`src/rtl/bert_fetch_pkg.sv`:
```
// Shared types for the BERT buffer fetch engine.
// Holds the FSM state encoding, the per-job configuration snapshot and the
// skid FIFO depth rule used by both the top level and its credit counter.
package bert_fetch_pkg;

  // Default widths; the top-level parameters take these as their defaults so
  // the configuration snapshot struct lines up with the port widths.
  localparam int FETCH_ADDR_W = 16;
  localparam int FETCH_CNT_W  = 12;

  typedef enum logic [1:0] {
    ST_IDLE  = 2'd0,
    ST_ISSUE = 2'd1,
    ST_DRAIN = 2'd2,
    ST_DONE  = 2'd3
  } fetch_state_e;

  // Job configuration captured on an accepted start. Counts are held as
  // "last index" values so the walk compares directly against them.
  typedef struct packed {
    logic [FETCH_ADDR_W-1:0] stride;
    logic [FETCH_CNT_W-1:0]  word_last;
    logic [FETCH_CNT_W-1:0]  tile_last;
    logic                    dbuf_en;
  } fetch_cfg_t;

  // Room for every read in the BRAM pipeline plus two words of slack, which
  // keeps one word per clock flowing while the consumer accepts every cycle.
  function automatic int fifo_depth(input int rd_lat);
    return rd_lat + 2;
  endfunction

  // A programmed count of 0 behaves as 1, so its last index is 0 either way.
  function automatic logic [FETCH_CNT_W-1:0] count_last(input logic [FETCH_CNT_W-1:0] cnt);
    return (cnt == '0) ? '0 : cnt - FETCH_CNT_W'(1);
  endfunction

endpackage

```
`src/rtl/fetch_skid_fifo.sv`:
```
// Small synchronous FIFO with first-word fall-through read side.
// Latency: a word written at a clock edge is visible on rd_dat the next cycle.
// Backpressure: writes are ignored when full (callers gate on count); flush empties in one clock.
// Ports: clk/rst_n; flush clears contents; wr_vld/wr_dat push; rd_vld/rd_rdy/rd_dat pop;
//        count is the current occupancy.
module fetch_skid_fifo #(
  parameter int WIDTH = 8,
  parameter int DEPTH = 4
) (
  input  logic                       clk,
  input  logic                       rst_n,
  input  logic                       flush,
  input  logic                       wr_vld,
  input  logic [WIDTH-1:0]           wr_dat,
  input  logic                       rd_rdy,
  output logic                       rd_vld,
  output logic [WIDTH-1:0]           rd_dat,
  output logic [$clog2(DEPTH+1)-1:0] count
);

  localparam int PTR_W = (DEPTH > 1) ? $clog2(DEPTH) : 1;
  localparam int CNT_W = $clog2(DEPTH + 1);

  logic [WIDTH-1:0] mem_q [DEPTH];
  logic [WIDTH-1:0] mem_d [DEPTH];
  logic [PTR_W-1:0] wr_ptr_q, wr_ptr_d;
  logic [PTR_W-1:0] rd_ptr_q, rd_ptr_d;
  logic [CNT_W-1:0] count_q, count_d;
  logic             push, pop;

  function automatic logic [PTR_W-1:0] ptr_inc(input logic [PTR_W-1:0] p);
    return (p == PTR_W'(DEPTH - 1)) ? '0 : p + PTR_W'(1);
  endfunction

  assign rd_vld = (count_q != '0);
  assign rd_dat = mem_q[rd_ptr_q];
  assign count  = count_q;
  assign push   = wr_vld && (count_q != CNT_W'(DEPTH));
  assign pop    = rd_rdy && rd_vld;

  always_comb begin
    wr_ptr_d = wr_ptr_q;
    rd_ptr_d = rd_ptr_q;
    count_d  = count_q;
    if (flush) begin
      wr_ptr_d = '0;
      rd_ptr_d = '0;
      count_d  = '0;
    end else begin
      if (push) wr_ptr_d = ptr_inc(wr_ptr_q);
      if (pop)  rd_ptr_d = ptr_inc(rd_ptr_q);
      case ({push, pop})
        2'b10:   count_d = count_q + CNT_W'(1);
        2'b01:   count_d = count_q - CNT_W'(1);
        default: count_d = count_q;
      endcase
    end
  end

  always_comb begin
    mem_d = mem_q;
    if (push && !flush) mem_d[wr_ptr_q] = wr_dat;
  end

  always_ff @(posedge clk or negedge rst_n) begin
    if (!rst_n) begin
      wr_ptr_q <= '0;
      rd_ptr_q <= '0;
      count_q  <= '0;
    end else begin
      wr_ptr_q <= wr_ptr_d;
      rd_ptr_q <= rd_ptr_d;
      count_q  <= count_d;
    end
  end

  // Storage needs no reset: nothing is presented until count says so.
  always_ff @(posedge clk) begin
    mem_q <= mem_d;
  end

endmodule

```
`src/rtl/tiled_bram_fetch_engine.sv`:
```
// Tiled strided BRAM read engine feeding a valid/ready stream with tile/job markers.
// Latency: first bram_en one clock after start; first m_valid RD_LAT+2 clocks after start.
// Backpressure: reads issue only against free FIFO credits, so no word is ever dropped.
// Ports: start/abort control; cfg_* job setup (sampled on accepted start); bram_en/bram_addr/
//        bram_dout read port B; m_valid/m_ready/m_data/m_tile_last/m_last stream out;
//        bank, busy, done status.
module tiled_bram_fetch_engine
  import bert_fetch_pkg::*;
#(
  parameter int                    ADDR_WIDTH  = FETCH_ADDR_W,
  parameter int                    DATA_WIDTH  = 256,
  parameter int                    RD_LAT      = 2,
  parameter int                    CNT_WIDTH   = FETCH_CNT_W,
  parameter logic [ADDR_WIDTH-1:0] BANK_OFFSET = 'h8000
) (
  input  logic                  clk,
  input  logic                  rst_n,
  input  logic                  start,
  input  logic                  abort,
  input  logic [ADDR_WIDTH-1:0] cfg_base,
  input  logic [CNT_WIDTH-1:0]  cfg_tile_words,
  input  logic [CNT_WIDTH-1:0]  cfg_num_tiles,
  input  logic [ADDR_WIDTH-1:0] cfg_stride,
  input  logic                  cfg_dbuf_en,
  output logic                  bram_en,
  output logic [ADDR_WIDTH-1:0] bram_addr,
  input  logic [DATA_WIDTH-1:0] bram_dout,
  output logic                  m_valid,
  input  logic                  m_ready,
  output logic [DATA_WIDTH-1:0] m_data,
  output logic                  m_tile_last,
  output logic                  m_last,
  output logic                  bank,
  output logic                  busy,
  output logic                  done
);

  localparam int FIFO_DEPTH = fifo_depth(RD_LAT);
  localparam int FIFO_CNT_W = $clog2(FIFO_DEPTH + 1);
  localparam int CRED_W     = $clog2(2 * FIFO_DEPTH + 1);

  fetch_state_e            state_q, state_d;
  fetch_cfg_t              cfg_q, cfg_d;
  logic                    bank_q, bank_d;
  logic [CNT_WIDTH-1:0]    word_q, word_d;
  logic [CNT_WIDTH-1:0]    tile_q, tile_d;
  logic [ADDR_WIDTH-1:0]   tile_base_q, tile_base_d;
  logic [RD_LAT-1:0]       vld_sr_q, vld_sr_d;
  logic [RD_LAT-1:0]       tl_sr_q, tl_sr_d;
  logic [RD_LAT-1:0]       last_sr_q, last_sr_d;

  logic                    start_acc, abort_job, credit_ok, m_hs;
  logic                    issue_word_last, issue_last;
  logic [CRED_W-1:0]       in_flight;
  logic [FIFO_CNT_W-1:0]   fifo_count;
  logic                    fifo_rd_vld;
  logic [DATA_WIDTH+1:0]   fifo_rd_dat;
  logic [ADDR_WIDTH-1:0]   addr_cur;

  assign start_acc       = (state_q == ST_IDLE) && start && !abort;
  assign abort_job       = abort && ((state_q == ST_ISSUE) || (state_q == ST_DRAIN));
  assign issue_word_last = (word_q == cfg_q.word_last);
  assign issue_last      = issue_word_last && (tile_q == cfg_q.tile_last);
  assign addr_cur        = tile_base_q + ADDR_WIDTH'(word_q) + (bank_q ? BANK_OFFSET : '0);

  // Reads still inside the BRAM pipeline, including the one landing in the FIFO this clock.
  always_comb begin
    in_flight = '0;
    for (int i = 0; i < RD_LAT; i++) in_flight = in_flight + CRED_W'(vld_sr_q[i]);
  end

  assign credit_ok = (in_flight + CRED_W'(fifo_count)) < CRED_W'(FIFO_DEPTH);

  // Next-state logic.
  always_comb begin
    state_d = state_q;
    case (state_q)
      ST_IDLE:  if (start_acc) state_d = ST_ISSUE;
      ST_ISSUE: begin
        if (abort)                      state_d = ST_IDLE;
        else if (bram_en && issue_last) state_d = ST_DRAIN;
      end
      ST_DRAIN: begin
        if (abort)               state_d = ST_IDLE;
        else if (m_hs && m_last) state_d = ST_DONE;
      end
      ST_DONE:  state_d = ST_IDLE;
      default:  state_d = ST_IDLE;
    endcase
  end

  // FSM outputs.
  always_comb begin
    bram_en = 1'b0;
    busy    = 1'b0;
    done    = 1'b0;
    case (state_q)
      ST_ISSUE: begin
        bram_en = credit_ok;
        busy    = 1'b1;
      end
      ST_DRAIN: busy = 1'b1;
      ST_DONE:  done = 1'b1;
      default:  ;
    endcase
  end

  // Address walk: word-major inside a tile, tile base advanced by stride.
  always_comb begin
    cfg_d       = cfg_q;
    bank_d      = bank_q;
    word_d      = word_q;
    tile_d      = tile_q;
    tile_base_d = tile_base_q;
    if (start_acc) begin
      cfg_d.stride    = cfg_stride;
      cfg_d.word_last = count_last(cfg_tile_words);
      cfg_d.tile_last = count_last(cfg_num_tiles);
      cfg_d.dbuf_en   = cfg_dbuf_en;
      word_d          = '0;
      tile_d          = '0;
      tile_base_d     = cfg_base;
    end else if (bram_en) begin
      if (issue_word_last) begin
        word_d      = '0;
        tile_d      = tile_q + CNT_WIDTH'(1);
        tile_base_d = tile_base_q + cfg_q.stride;
      end else begin
        word_d = word_q + CNT_WIDTH'(1);
      end
    end
    if ((state_q == ST_DONE) && cfg_q.dbuf_en) bank_d = ~bank_q;
  end

  // Markers ride alongside each read so they meet their data at the FIFO input.
  always_comb begin
    vld_sr_d  = '0;
    tl_sr_d   = '0;
    last_sr_d = '0;
    if (!abort_job) begin
      vld_sr_d[0]  = bram_en;
      tl_sr_d[0]   = issue_word_last;
      last_sr_d[0] = issue_last;
      for (int i = 1; i < RD_LAT; i++) begin
        vld_sr_d[i]  = vld_sr_q[i-1];
        tl_sr_d[i]   = tl_sr_q[i-1];
        last_sr_d[i] = last_sr_q[i-1];
      end
    end
  end

  always_ff @(posedge clk or negedge rst_n) begin
    if (!rst_n) begin
      state_q     <= ST_IDLE;
      cfg_q       <= '0;
      bank_q      <= 1'b0;
      word_q      <= '0;
      tile_q      <= '0;
      tile_base_q <= '0;
      vld_sr_q    <= '0;
      tl_sr_q     <= '0;
      last_sr_q   <= '0;
    end else begin
      state_q     <= state_d;
      cfg_q       <= cfg_d;
      bank_q      <= bank_d;
      word_q      <= word_d;
      tile_q      <= tile_d;
      tile_base_q <= tile_base_d;
      vld_sr_q    <= vld_sr_d;
      tl_sr_q     <= tl_sr_d;
      last_sr_q   <= last_sr_d;
    end
  end

  fetch_skid_fifo #(
    .WIDTH (DATA_WIDTH + 2),
    .DEPTH (FIFO_DEPTH)
  ) u_fifo (
    .clk    (clk),
    .rst_n  (rst_n),
    .flush  (abort_job),
    .wr_vld (vld_sr_q[RD_LAT-1]),
    .wr_dat ({tl_sr_q[RD_LAT-1], last_sr_q[RD_LAT-1], bram_dout}),
    .rd_rdy (m_ready),
    .rd_vld (fifo_rd_vld),
    .rd_dat (fifo_rd_dat),
    .count  (fifo_count)
  );

  // Payload is masked when idle so stale FIFO contents never leak out.
  assign m_valid     = fifo_rd_vld;
  assign m_hs        = m_valid && m_ready;
  assign m_data      = fifo_rd_vld ? fifo_rd_dat[DATA_WIDTH-1:0] : '0;
  assign m_tile_last = fifo_rd_vld && fifo_rd_dat[DATA_WIDTH+1];
  assign m_last      = fifo_rd_vld && fifo_rd_dat[DATA_WIDTH];
  assign bram_addr   = bram_en ? addr_cur : '0;
  assign bank        = bank_q;

endmodule

```
`config.mk`:
```
export PLATFORM = sky130hd
export DESIGN_NAME = tiled_bram_fetch_engine
export DESIGN_NICKNAME = d
export VERILOG_FILES = /design/src/rtl/bert_fetch_pkg.sv /design/src/rtl/fetch_skid_fifo.sv /design/src/rtl/tiled_bram_fetch_engine.sv
export SDC_FILE = /design/constraint.sdc
export NUM_CORES = 1
export LEC_CHECK = 0
export BUFFER_PORTS_ARGS = -buffer_cell sky130_fd_sc_hd__buf_2
export CORE_ASPECT_RATIO = 0.9
export CORE_MARGIN = 2
export CORE_UTILIZATION = 35
export DETAILED_ROUTE_END_ITERATION = 10
export PLACE_DENSITY = 0.55
export SETUP_SLACK_MARGIN = 0.15
export SLEW_MARGIN = 20
export SYNTH_ARGS = -nofsm -noshare
export SYNTH_HDL_FRONTEND = slang
export SYNTH_SLANG_ARGS = --single-unit
export TNS_END_PERCENT = 20
```
`constraint.sdc`:
```
create_clock -name clk -period 9 [get_ports clk]
set_input_delay 0.45 -clock clk [delete_from_list [all_inputs] [get_ports clk]]
set_output_delay 0.45 -clock clk [all_outputs]
set_load 0.01 [all_outputs]
```
==> out/summary.txt, run 1 <==
Status: finished clean
Count of endpoints failing hold in the final timing report: 0
Cell with the most instances after synthesis: sky130_fd_sc_hd__edfxtp_1
DR iter-0 viols: 1398
Part of the Yosys area used for sequential elements: 0.7411
Global route overflow: 0
Final total negative setup slack: 0 ps
Post-Syn Nets: 2712
Share of synthesized registers carrying an async set or reset: 0.08592
Cell types with the largest area share after synthesis: sky130_fd_sc_hd__edfxtp_1 (69%), sky130_fd_sc_hd__mux4_2 (13%), sky130_fd_sc_hd__dfrtp_1 (5.4%)
Clock Path Buffers: 3
Startpoint Class: flop
# Post-CTS Setup Buffers: 0
Clock insertion delay at the later pin of the skew report: 750 ps
Maximum resistive drop on vdd: 249.1 µV
Final Instance Count excl. Fillers: 5085
Synth cell count leaders: sky130_fd_sc_hd__edfxtp_1 (1032), sky130_fd_sc_hd__and2_1 (263), sky130_fd_sc_hd__mux4_2 (258)
Top cell type's share of synthesized area: 0.6873
Via count of the first global-routing pass: 26580
Inserted Clock Buffers: 119
Top-level I/O count: 597
EDFF count, synth: 1032
Die Span Y: 344.5 µm
Placeable core region: 127400 µm²
Mean routed wirelength per cell: 21.89 µm
H-tree depth: 3
Simple-gate share of the synthesized area: 0.06818
Reg clk slew, reported paths: 60 ps
Post-synthesis register bit count: 1129
All-Layer GR Usage: 0.1656
Count of nets after finishing: 3644
Maximum operating frequency: 241.2 MHz
PortBufs: 596
Pins over their slew limit: 0
Clock tree from TritonCTS: yes
Number of cell rows: 124
Layout cell share with drive strength beyond 1: 0.3169
Number of cells in the design after placement: 4566
Maximum net fanout on the critical path: 71
Post-detailed-routing wire length: 111.3 mm
Netlist Area Pre-Place: 45090 µm²
Final critical-path share of the clock period: 0.4606
Main combinational cell family by area after synthesis: multiplexers
Post-layout total power: 0.01698 W
Multiplexer share of the synthesized area: 0.1311
Final critical path time including I/O delays and setup: 4145 ps
Layout overhead on the synthesized area: 25.80%
Starting density of the core: 0.3540
Type of the worst min-delay path: in2reg
Library cell used as clock root buffer: sky130_fd_sc_hd__clkbuf_16
Count of final setup violators: 0
Pin slew with the least headroom to its limit: 1136 ps
Max-Slew Margin vs Limit: 0.2426
Dominant synthesized flop cell: sky130_fd_sc_hd__edfxtp_1
Count of clock tree sinks: 1129
Overall via count from detail_route: 24730
Global-route wire length before repair: 165.5 mm
Post-cts sizing count: 0
Number of DRC violations after detailed routing: 0
Detail-routed via count per cell: 4.862
Setup skew after layout: 39.90 ps
Critical setup path kind: reg2out
Complex-gate fraction of the synthesized area: 0.01912
Number of library cell types mapped by synthesis: 59
Crit path capture type: primary output
Arrival time reported for the critical path endpoint: 3700 ps
XOR/XNOR Fraction of Synth Area: 0.01515
Required time of the critical path: 8550 ps
Count of antenna-violating nets left after detailed routing: 0
Leakage power figure: 20.14 nW
Count of hold buffers inserted by post-cts repair: 293
RSZ-0062 raised after global routing: false
Synthesized area per cell: 19.21 µm²
DPL Wire Length: 70.59 mm
Max-capacitance violation count: 0
Largest net degree at the start of global routing: 116
Total Die Area: 131700 µm²
Initial antenna violation count: 12
Final Hold Slack: 82.93 ps
FF-to-FF setup slack: 5570 ps
Power density over the cells: 299.4 nW/µm²
Share of synthesized cell area in full adder, half adder and majority cells: 0.01354
Width of the die: 382.4 µm
Library cell with the largest summed area after synthesis: sky130_fd_sc_hd__edfxtp_1
Last weighted congestion value of the routability-driven placer: 0.8237
Detailed-routing iteration count for the pre-antenna-repair pass: 5
Post-Synthesis Cells: 2347
Total of warnings raised by yosys: 0
## kinds of logic after synthesis
logic type                 Yosys count
muxes                              268
adders and majority gates           47
buffers and inverters              131
DFF                               1129
and+or+nand+nor                    553
xor gates and xnor gates            78
AOI/OAI and AO/OA                  141
## where the power goes
group	switching [W]	internal [W]	total, W
Combinational	0.00319	0.00249	0.00568
Clock	0.00200	0.00269	0.00469
Sequential	0.000262	0.00635	0.00661
Total	0.00545	0.0115	0.0170
## state kept, by name (all words and copies together), names as in the netlist
register,cells
u_fifo.mem_q,1032
cfg_q,41
tile_base_q,16
tile_q,12
word_q,12
u_fifo.count,3
last_sr_q,2
state_q,2
tl_sr_q,2
u_fifo.rd_ptr_q,2
u_fifo.wr_ptr_q,2
vld_sr_q,2
bank,1
## cells in the final DEF (no fill, tap or decap), types with 7 or more instances in the layout
cell type	n
sky130_fd_sc_hd__dfrtp_1	95
sky130_fd_sc_hd__nor2b_1	7
sky130_fd_sc_hd__clkinv_2	24
sky130_fd_sc_hd__nor4_1	7
sky130_fd_sc_hd__and3_1	7
sky130_fd_sc_hd__nand3_1	15
sky130_fd_sc_hd__buf_4	26
sky130_fd_sc_hd__and2_1	263
sky130_fd_sc_hd__mux4_2	258
sky130_fd_sc_hd__mux2i_1	10
sky130_fd_sc_hd__xnor2_1	35
sky130_fd_sc_hd__xor2_1	43
sky130_fd_sc_hd__nor3_1	17
sky130_fd_sc_hd__clkbuf_16	119
sky130_fd_sc_hd__clkinv_1	27
sky130_fd_sc_hd__or3_1	11
sky130_fd_sc_hd__edfxtp_1	1032
sky130_fd_sc_hd__nand4_1	8
sky130_fd_sc_hd__ha_1	44
sky130_fd_sc_hd__clkbuf_1	28
sky130_fd_sc_hd__a21o_1	8
sky130_fd_sc_hd__dlygate4sd3_1	293
sky130_fd_sc_hd__bufinv_16	9
sky130_fd_sc_hd__nor2_1	62
sky130_fd_sc_hd__diode_2	8
sky130_fd_sc_hd__a21oi_1	40
sky130_fd_sc_hd__nand2_1	123
sky130_fd_sc_hd__buf_2	595
sky130_fd_sc_hd__inv_1	25
sky130_fd_sc_hd__o21ai_0	51
## final timing paths
| kind | end | cells after the start | start |
|---|---|---|---|
| worst max-delay path | m_data[62] | 5 | u_fifo.rd_ptr_q[1] |
| worst min-delay path | cfg_q[11] | 3 | cfg_num_tiles[10] |
| worst max register to register | u_fifo.mem_q[706] | 4 | u_fifo.count[0] |
| worst min register to register | tl_sr_q[1] | 1 | tl_sr_q[0] |
| max in group asynchronous | u_fifo.rd_ptr_q[0] | 3 | rst_n |
| min in group asynchronous | cfg_q[38] | 2 | rst_n |
## metrics by stage
stage / util / cell area, µm² / setup slack, ps
global route: 0.4453 / 56730 / 4641
global placement: 0.3929 / 50040 / 5562
floorplan: - / 45090 / 1355
CTS: 0.4452 / 56700 / 4748
finish: 0.4453 / 56730 / 4855
detailed placement: 0.3929 / 50040 / 5484
## cell type report
type	count	area, µm²
Fill cell	11100	70650
Sequential cell	1129	33420
Multi-Input combinational cell	1087	11180
Timing Repair Buffer	917	6157
Clock buffer	148	3097
Tap cell	1701	2128
Clock inverter	70	629.4
Inverter	25	93.84
Antenna cell	8	20.02
## critical path: stages, from the launching register on
cell                      delay, ps
sky130_fd_sc_hd__dfrtp_4        500
sky130_fd_sc_hd__buf_4          600
sky130_fd_sc_hd__buf_4          970
sky130_fd_sc_hd__mux4_2         430
sky130_fd_sc_hd__and2_1         200
sky130_fd_sc_hd__buf_2          150
## metal layers
metal | global-route usage | vias up | part of all wire
met5 | 0 | - | 0.00049
met4 | 0.05725 | 8 | 0.031
met3 | 0.04027 | 199 | 0.056
met2 | 0.2867 | 670 | 0.51
met1 | 0.2030 | 12730 | 0.40
li1 | - | 11120 | -
Note: power is estimated with default switching activity, not from simulation.
==> run 2, diff against run 1 <==
--- a/config.mk
+++ b/config.mk
@@ -10,7 +10,7 @@
 export CORE_MARGIN = 2
 export CORE_UTILIZATION = 35
 export DETAILED_ROUTE_END_ITERATION = 10
-export PLACE_DENSITY = 0.55
+export PLACE_DENSITY = 0.57
 export SETUP_SLACK_MARGIN = 0.15
 export SLEW_MARGIN = 20
 export SYNTH_ARGS = -nofsm -noshare
==> constraint.sdc (replaced) <==
create_clock -name clk -period 3.8 [get_ports clk]
set_input_delay 0.19 -clock clk [delete_from_list [all_inputs] [get_ports clk]]
set_output_delay 0.19 -clock clk [all_outputs]
set_load 0.01 [all_outputs]
==> out/summary.txt, run 2 (synthesis results as in run 1) <==
Status: finished clean
Inserted Clock Buffers: 117
Count of nets after finishing: 3706
Leakage power figure: 20.49 nW
Number of cells in the design after placement: 4586
Met3 Track Usage GR: 0.03787
Detailed-routing iteration count for the pre-antenna-repair pass: 7
Reg clk slew, reported paths: 60 ps
Count of antenna-violating nets left after detailed routing: 0
Final critical-path share of the clock period: 0.9154
FF-to-FF setup slack: 370 ps
All-Layer GR Usage: 0.1631
Commonest non-fill, non-tap cells in the layout: sky130_fd_sc_hd__edfxtp_1 (1032), sky130_fd_sc_hd__buf_2 (595), sky130_fd_sc_hd__dlygate4sd3_1 (331), sky130_fd_sc_hd__and2_1 (263), sky130_fd_sc_hd__mux4_2 (258)
Reg-to-Reg Start: word_q[4]
Met1 Use GR: 0.2109
Number of cell rows: 124
Largest reg by FF count: u_fifo.mem_q
Setup crit start: tile_base_q[0]
Global route overflow: 0
Maximum net fanout on the critical path: 3
Maximum resistive drop on vdd: 643.9 µV
Largest net degree at the start of global routing: 184
Layout cell share with drive strength beyond 1: 0.3205
Startpoint Class: flop
Number of flip-flops in the largest register: 1032
Final Instance Count excl. Fillers: 5144
Final critical path time including I/O delays and setup: 3478 ps
Cell with the biggest individual delay on the critical path: sky130_fd_sc_hd__dfrtp_1
Width of the die: 382.4 µm
RSZ-0062 raised after global routing: true
Layout overhead on the synthesized area: 27.91%
Total Die Area: 131700 µm²
Global-route wire length before repair: 163.9 mm
Die Span Y: 344.5 µm
Number of DRC violations after detailed routing: 0
Reg2Reg Capture Point: state_q[1]
H-tree depth: 3
Post-detailed-routing wire length: 109.5 mm
Setup skew after layout: 26.20 ps
Initial antenna violation count: 6
Pins over their slew limit: 0
Mean routed wirelength per cell: 21.28 µm
Crit path capture type: primary output
Library cell used as clock root buffer: sky130_fd_sc_hd__clkbuf_16
DR iter-0 viols: 1542
Global routing met2 resource utilization: 0.2756
Clock tree from TritonCTS: yes
Top-level I/O count: 597
Clock insertion delay at the later pin of the skew report: 720 ps
Starting density of the core: 0.3540
Crit path to: bram_addr[14]
Detail-routed via count per cell: 4.830
Count of endpoints failing hold in the final timing report: 0
Max-capacitance violation count: 0
Arrival time reported for the critical path endpoint: 3290 ps
Count of final setup violators: 0
Delay of the slowest critical-path stage: 370 ps
Last weighted congestion value of the routability-driven placer: 0.8208
Type of the worst min-delay path: in2reg
Sequence of cells on the critical path: ha_2 > inv_1 > fa_2 > nor2b_2 > o31a_1 > o41ai_4 > o22ai_2 > o41ai_2 > buf_4 > or3_1 > a21oi_1 > buf_2
Clock Path Buffers: 3
Overall via count from detail_route: 24850
Count of clock tree sinks: 1129
DPL Wire Length: 68.91 mm
Largest registers in the final layout: u_fifo.mem_q: 1032 flops, cfg_q: 41 flops, tile_base_q: 16 flops
Utilization of the core after routing: 0.4528
Maximum operating frequency: 287.5 MHz
Placeable core region: 127400 µm²
Via count of the first global-routing pass: 25930
Pin slew with the least headroom to its limit: 846.0 ps
Post-layout total power: 0.04044 W
Power density over the cells: 701.1 nW/µm²
PortBufs: 596
Critical setup path kind: reg2out
Required time of the critical path: 3610 ps
Leading cell type in the layout, fill and taps excluded: sky130_fd_sc_hd__edfxtp_1
Max-Slew Margin vs Limit: 0.4360
R2R cell count: 10
Highest-utilization routing layer at the global route stage: met2
==> run 2: where the power goes <==
group	internal [W]	total [W]	switching [W]
registers	0.0150	0.0157	0.000644
clock network	0.00637	0.0111	0.00474
logic	0.00621	0.0137	0.00745
==> run 2: worst min path at each step <==
stage	depth (start not counted)	startpoint	slack (ps)	endpoint
6_report	4	cfg_stride[4]	220	cfg_q[29]
3_3_place_gp	1	rst_n	180	bank
2_1_floorplan	0	rst_n	-110	bank
5_1_grt	4	cfg_stride[4]	150	cfg_q[29]
4_1_cts	4	cfg_stride[6]	130	cfg_q[31]
3_5_place_dp	1	rst_n	190	bank
==> run 2: final cells by class <==
type | instances | area [µm²]
Antenna cell | 5 | 12.51
Clock buffer | 146 | 3058
Clock inverter | 70 | 661.9
Fill cell | 11020 | 69700
Inverter | 25 | 93.84
Multi-Input combinational cell | 1087 | 11230
Sequential cell | 1129 | 33430
Tap cell | 1701 | 2128
Timing Repair Buffer | 981 | 7058
==> run 2: stage by stage <==
stage / setup TNS (ps) / instance area (µm²) / hold slack [ps] / setup slack (ps)
global placement: 0 / 50510 / 180.3 / 913.6
detailed placement: 0 / 50510 / 192.3 / 909.2
floorplan: -893750 / 45100 / -105.6 / -866.0
finish: 0 / 57680 / 215.2 / 321.7
global route: 0 / 57670 / 154.5 / 127.7
CTS: 0 / 57600 / 125.1 / 157.6
==> run 2: metal layers <==
layer / part of all wire / up-vias
li1: - / 11270
met1: 0.42 / 12810
met2: 0.50 / 615
met3: 0.054 / 154
met4: 0.025 / 2
met5: 0.00012 / -
==> run 2: timing repair <==
action                                  in CTS  in global routing
endpoints found under the setup margin       1                  5
hold buffers                               332                  0
gates resized for setup                      5                  9
cloned                                       0                  0
endpoints found under the hold margin     1200                  0
buffers inserted                             3                  2
pin swaps                                    4                  6
==> run 2: worst max-delay path, delay by kind of cell (launching register included) <==
| family | cells | cell delay, ps |
|---|---|---|
| adders and majority gates | 2 | 540 |
| buffers and inverters | 3 | 360 |
| DFF | 1 | 370 |
| and+or+nand+nor | 2 | 510 |
| AOI/OAI and AO/OA | 5 | 810 |
==> run 3, diff against run 2 <==
--- a/config.mk
+++ b/config.mk
@@ -5,7 +5,9 @@
 export SDC_FILE = /design/constraint.sdc
 export NUM_CORES = 1
 export LEC_CHECK = 0
-export BUFFER_PORTS_ARGS = -buffer_cell sky130_fd_sc_hd__buf_2
+export ABC_AREA = 1
+export ABC_CLOCK_PERIOD_IN_PS = 3800
+export BUFFER_PORTS_ARGS = -buffer_cell sky130_fd_sc_hd__buf_4
 export CORE_ASPECT_RATIO = 0.9
 export CORE_MARGIN = 2
 export CORE_UTILIZATION = 35
==> out/summary.txt, run 3 <==
Die Span Y: 349.4 µm
Synth cell count leaders: sky130_fd_sc_hd__nor2_1 (1141), sky130_fd_sc_hd__edfxtp_1 (1032), sky130_fd_sc_hd__o21ai_0 (538)
Top-level I/O count: 597
Dominant cell type by count on the critical path: sky130_fd_sc_hd__buf_4
Number of DRC violations after detailed routing: 0
Cell with the most instances after synthesis: sky130_fd_sc_hd__nor2_1
Max-capacitance violation count: 0
Cell area after layout: 59990 µm²
Final critical path time including I/O delays and setup: 3263 ps
Overall via count from detail_route: 32310
Inserted Clock Buffers: 118
Number of buffer and inverter stages on the critical path: 3
Type of the worst min-delay path: in2async
Count of antenna-violating nets left after detailed routing: 0
Global route overflow: 0
Count of final setup violators: 0
Placeable core region: 131300 µm²
Clock tree from TritonCTS: yes
Detail-routed via count per cell: 4.811
Starting density of the core: 0.3534
Via count of the first global-routing pass: 31930
Required time of the critical path: 3610 ps
Maximum resistive drop on vdd: 580.8 µV
Placed instance area: 52860 µm²
Largest registers in the final layout: u_fifo.mem_q: 1032 flops, cfg_q: 41 flops, tile_base_q: 16 flops
Top cell type's share of synthesized area: 0.6678
Pins over their slew limit: 0
Layout cell share with drive strength beyond 1: 0.1698
Arrival time reported for the critical path endpoint: 3070 ps
Detailed-routing iteration count for the pre-antenna-repair pass: 6
Layout overhead on the synthesized area: 29.27%
Final Hold Slack: 51.35 ps
Maximum operating frequency: 306.4 MHz
Count of endpoints failing hold in the final timing report: 0
Reg clk slew, reported paths: 60 ps
Number of library cell types mapped by synthesis: 44
Delay of the slowest critical-path stage: 680 ps
Count of clock tree sinks: 1129
Initial antenna violation count: 19
Leading cell type in the layout, fill and taps excluded: sky130_fd_sc_hd__nor2_1
Mean routed wirelength per cell: 18.90 µm
DPL Wire Length: 74.42 mm
Netlist Area Pre-Place: 46400 µm²
Post-synthesis register bit count: 1129
Cell types with the largest area share after synthesis: sky130_fd_sc_hd__edfxtp_1 (67%), sky130_fd_sc_hd__nor2_1 (9.2%), sky130_fd_sc_hd__o21ai_0 (5.8%)
Critical setup path kind: reg2out
Library cell with the largest summed area after synthesis: sky130_fd_sc_hd__edfxtp_1
Largest reg by FF count: u_fifo.mem_q
Crit path capture type: primary output
Pre-CTS setup slack: 1238 ps
Clock insertion delay at the later pin of the skew report: 730 ps
Number of cell rows: 126
Library cell used as clock root buffer: sky130_fd_sc_hd__clkbuf_16
Final critical-path share of the clock period: 0.8588
Width of the die: 387.8 µm
Last weighted congestion value of the routability-driven placer: 0.8248
Dominant synthesized flop cell: sky130_fd_sc_hd__edfxtp_1
R2R cell count: 7
EDFF count, synth: 1032
Part of the Yosys area used for sequential elements: 0.7201
Leakage power figure: 22.30 nW
Pin slew with the least headroom to its limit: 1138 ps
Max-Slew Margin vs Limit: 0.2410
Startpoint Class: flop
CP Depth: 5
Post-detailed-routing wire length: 127.0 mm
Number of flip-flops in the largest register: 1032
Share of synthesized registers carrying an async set or reset: 0.08592
Total of warnings raised by yosys: 0
Synthesized area per cell: 11.64 µm²
Smallest setup slack after layout: 536.6 ps
RSZ-0062 raised after global routing: false
Post-layout total power: 0.04356 W
Global-route wire length before repair: 191.5 mm
Cell with the biggest individual delay on the critical path: sky130_fd_sc_hd__dfrtp_4
Largest net degree at the start of global routing: 157
Post-Syn Nets: 4353
Post-Synthesis Cells: 3988
All-Layer GR Usage: 0.1824
DR iter-0 viols: 2003
Setup skew after layout: 31.03 ps
Status: finished clean
Commonest non-fill, non-tap cells in the layout: sky130_fd_sc_hd__nor2_1 (1137), sky130_fd_sc_hd__edfxtp_1 (1032), sky130_fd_sc_hd__buf_4 (618), sky130_fd_sc_hd__o21ai_0 (538), sky130_fd_sc_hd__dlygate4sd3_1 (341)
H-tree depth: 3
Post-cts sizing count: 0
Maximum net fanout on the critical path: 95
Layout fillers: 11900
Count of nets after finishing: 5239
Clock Path Buffers: 3
Sequence of cells on the critical path: inv_8 > buf_4 > o21ai_0 > a21oi_1 > buf_4
PortBufs: 596
Category of cells accounting for the largest share of critical-path delay: buffers and inverters
Power density over the cells: 726.1 nW/µm²
Total Die Area: 135500 µm²
[run 3: cell types whose count changed after synthesis, moves of 13 or more]
cell and change:
sky130_fd_sc_hd__xor2_1 -16, sky130_fd_sc_hd__nor2_1 +1079, sky130_fd_sc_hd__o21ai_0 +487, sky130_fd_sc_hd__mux4_2 -258, sky130_fd_sc_hd__inv_1 +71, sky130_fd_sc_hd__a21oi_1 +262, sky130_fd_sc_hd__nand2_1 +178, sky130_fd_sc_hd__and2_1 -263
sky130_fd_sc_hd__o21ai_1 +35, sky130_fd_sc_hd__buf_2 +37, sky130_fd_sc_hd__nand3_1 +28, sky130_fd_sc_hd__xnor2_1 -13, sky130_fd_sc_hd__clkbuf_1 +53
[run 3: logic make-up after synthesis]
logic type	count (synthesis)	synth area share
AND/OR/NAND/NOR	1523	0.1269
flip-flops	1129	0.7201
AO/OA/AOI/OAI	911	0.1001
buffers and inverters	329	0.03041
XOR/XNOR	49	0.009248
adder cells (fa/ha/maj)	47	0.01316
[run 3: what timing repair did]
action / 4_1_cts / 5_1_grt
hold buffers: 341 / 0
buffers inserted: 0 / 0
hold endpoints to repair: 1144 / 0
[run 3: where the power goes]
part,switching [W],internal (W)
logic,0.0105,0.00637
registers,0.000672,0.0151
clock network,0.00479,0.00619
[run 3: worst paths after layout]
kind                               startpoint                end  slack (ps)
setup reg to reg                   state_q[1]          cfg_q[11]         950
min in group clk               bram_dout[111]  u_fifo.mem_q[369]         210
hold / removal                          rst_n    tile_base_q[15]          50
hold reg to reg                  last_sr_q[0]       last_sr_q[1]         460
max in group asynchronous               rst_n          cfg_q[10]        2840
setup / recovery           u_fifo.rd_ptr_q[0]        m_data[157]         540
[run 3: worst register-to-register path, stage by stage, from the launching register on]
cell	delay [ps]
sky130_fd_sc_hd__dfrtp_1	410
sky130_fd_sc_hd__inv_2	80
sky130_fd_sc_hd__ha_4	170
sky130_fd_sc_hd__nand3_2	240
sky130_fd_sc_hd__clkinv_1	540
sky130_fd_sc_hd__nand2_1	530
sky130_fd_sc_hd__o21ai_0	160
sky130_fd_sc_hd__dlygate4sd3_1	590
[run 3: layout make-up]
| class | instances | area [µm²] | share of cell area |
|---|---|---|---|
| diodes | 13 | 32.53 | 0.0005423 |
| clock buffers | 146 | 3100 | 0.05169 |
| clock inverters | 76 | 576.8 | 0.009615 |
| inverters | 107 | 421.7 | 0.007029 |
| multi-input cells | 2530 | 11640 | 0.1940 |
| flip-flops and latches | 1129 | 33420 | 0.5572 |
| well taps | 1728 | 2162 | 0.03604 |
| repair buffers | 988 | 8633 | 0.1439 |
[run 3: per-stage QoR]
stage | utilization | TNS [ps] | cells
after floorplan | - | -1483800 | 3988
after global placement | 0.4026 | 0 | 6141
after detailed placement | 0.4026 | 0 | 6141
after CTS | 0.4565 | 0 | 6704
after global routing | 0.4567 | 0 | 6714
final | 0.4568 | 0 | 6717
[run 3: routing by layer]
metal  GRT usage  routed length, µm  vias up  part of all wire
met4     0.05285               3041       16             0.024
li1            -                  -    15720                 -
met2      0.3018              61160      849              0.48
met1      0.2367              54410    15540              0.43
met3     0.04656               8259      180             0.065
met5           0                102        -           0.00080
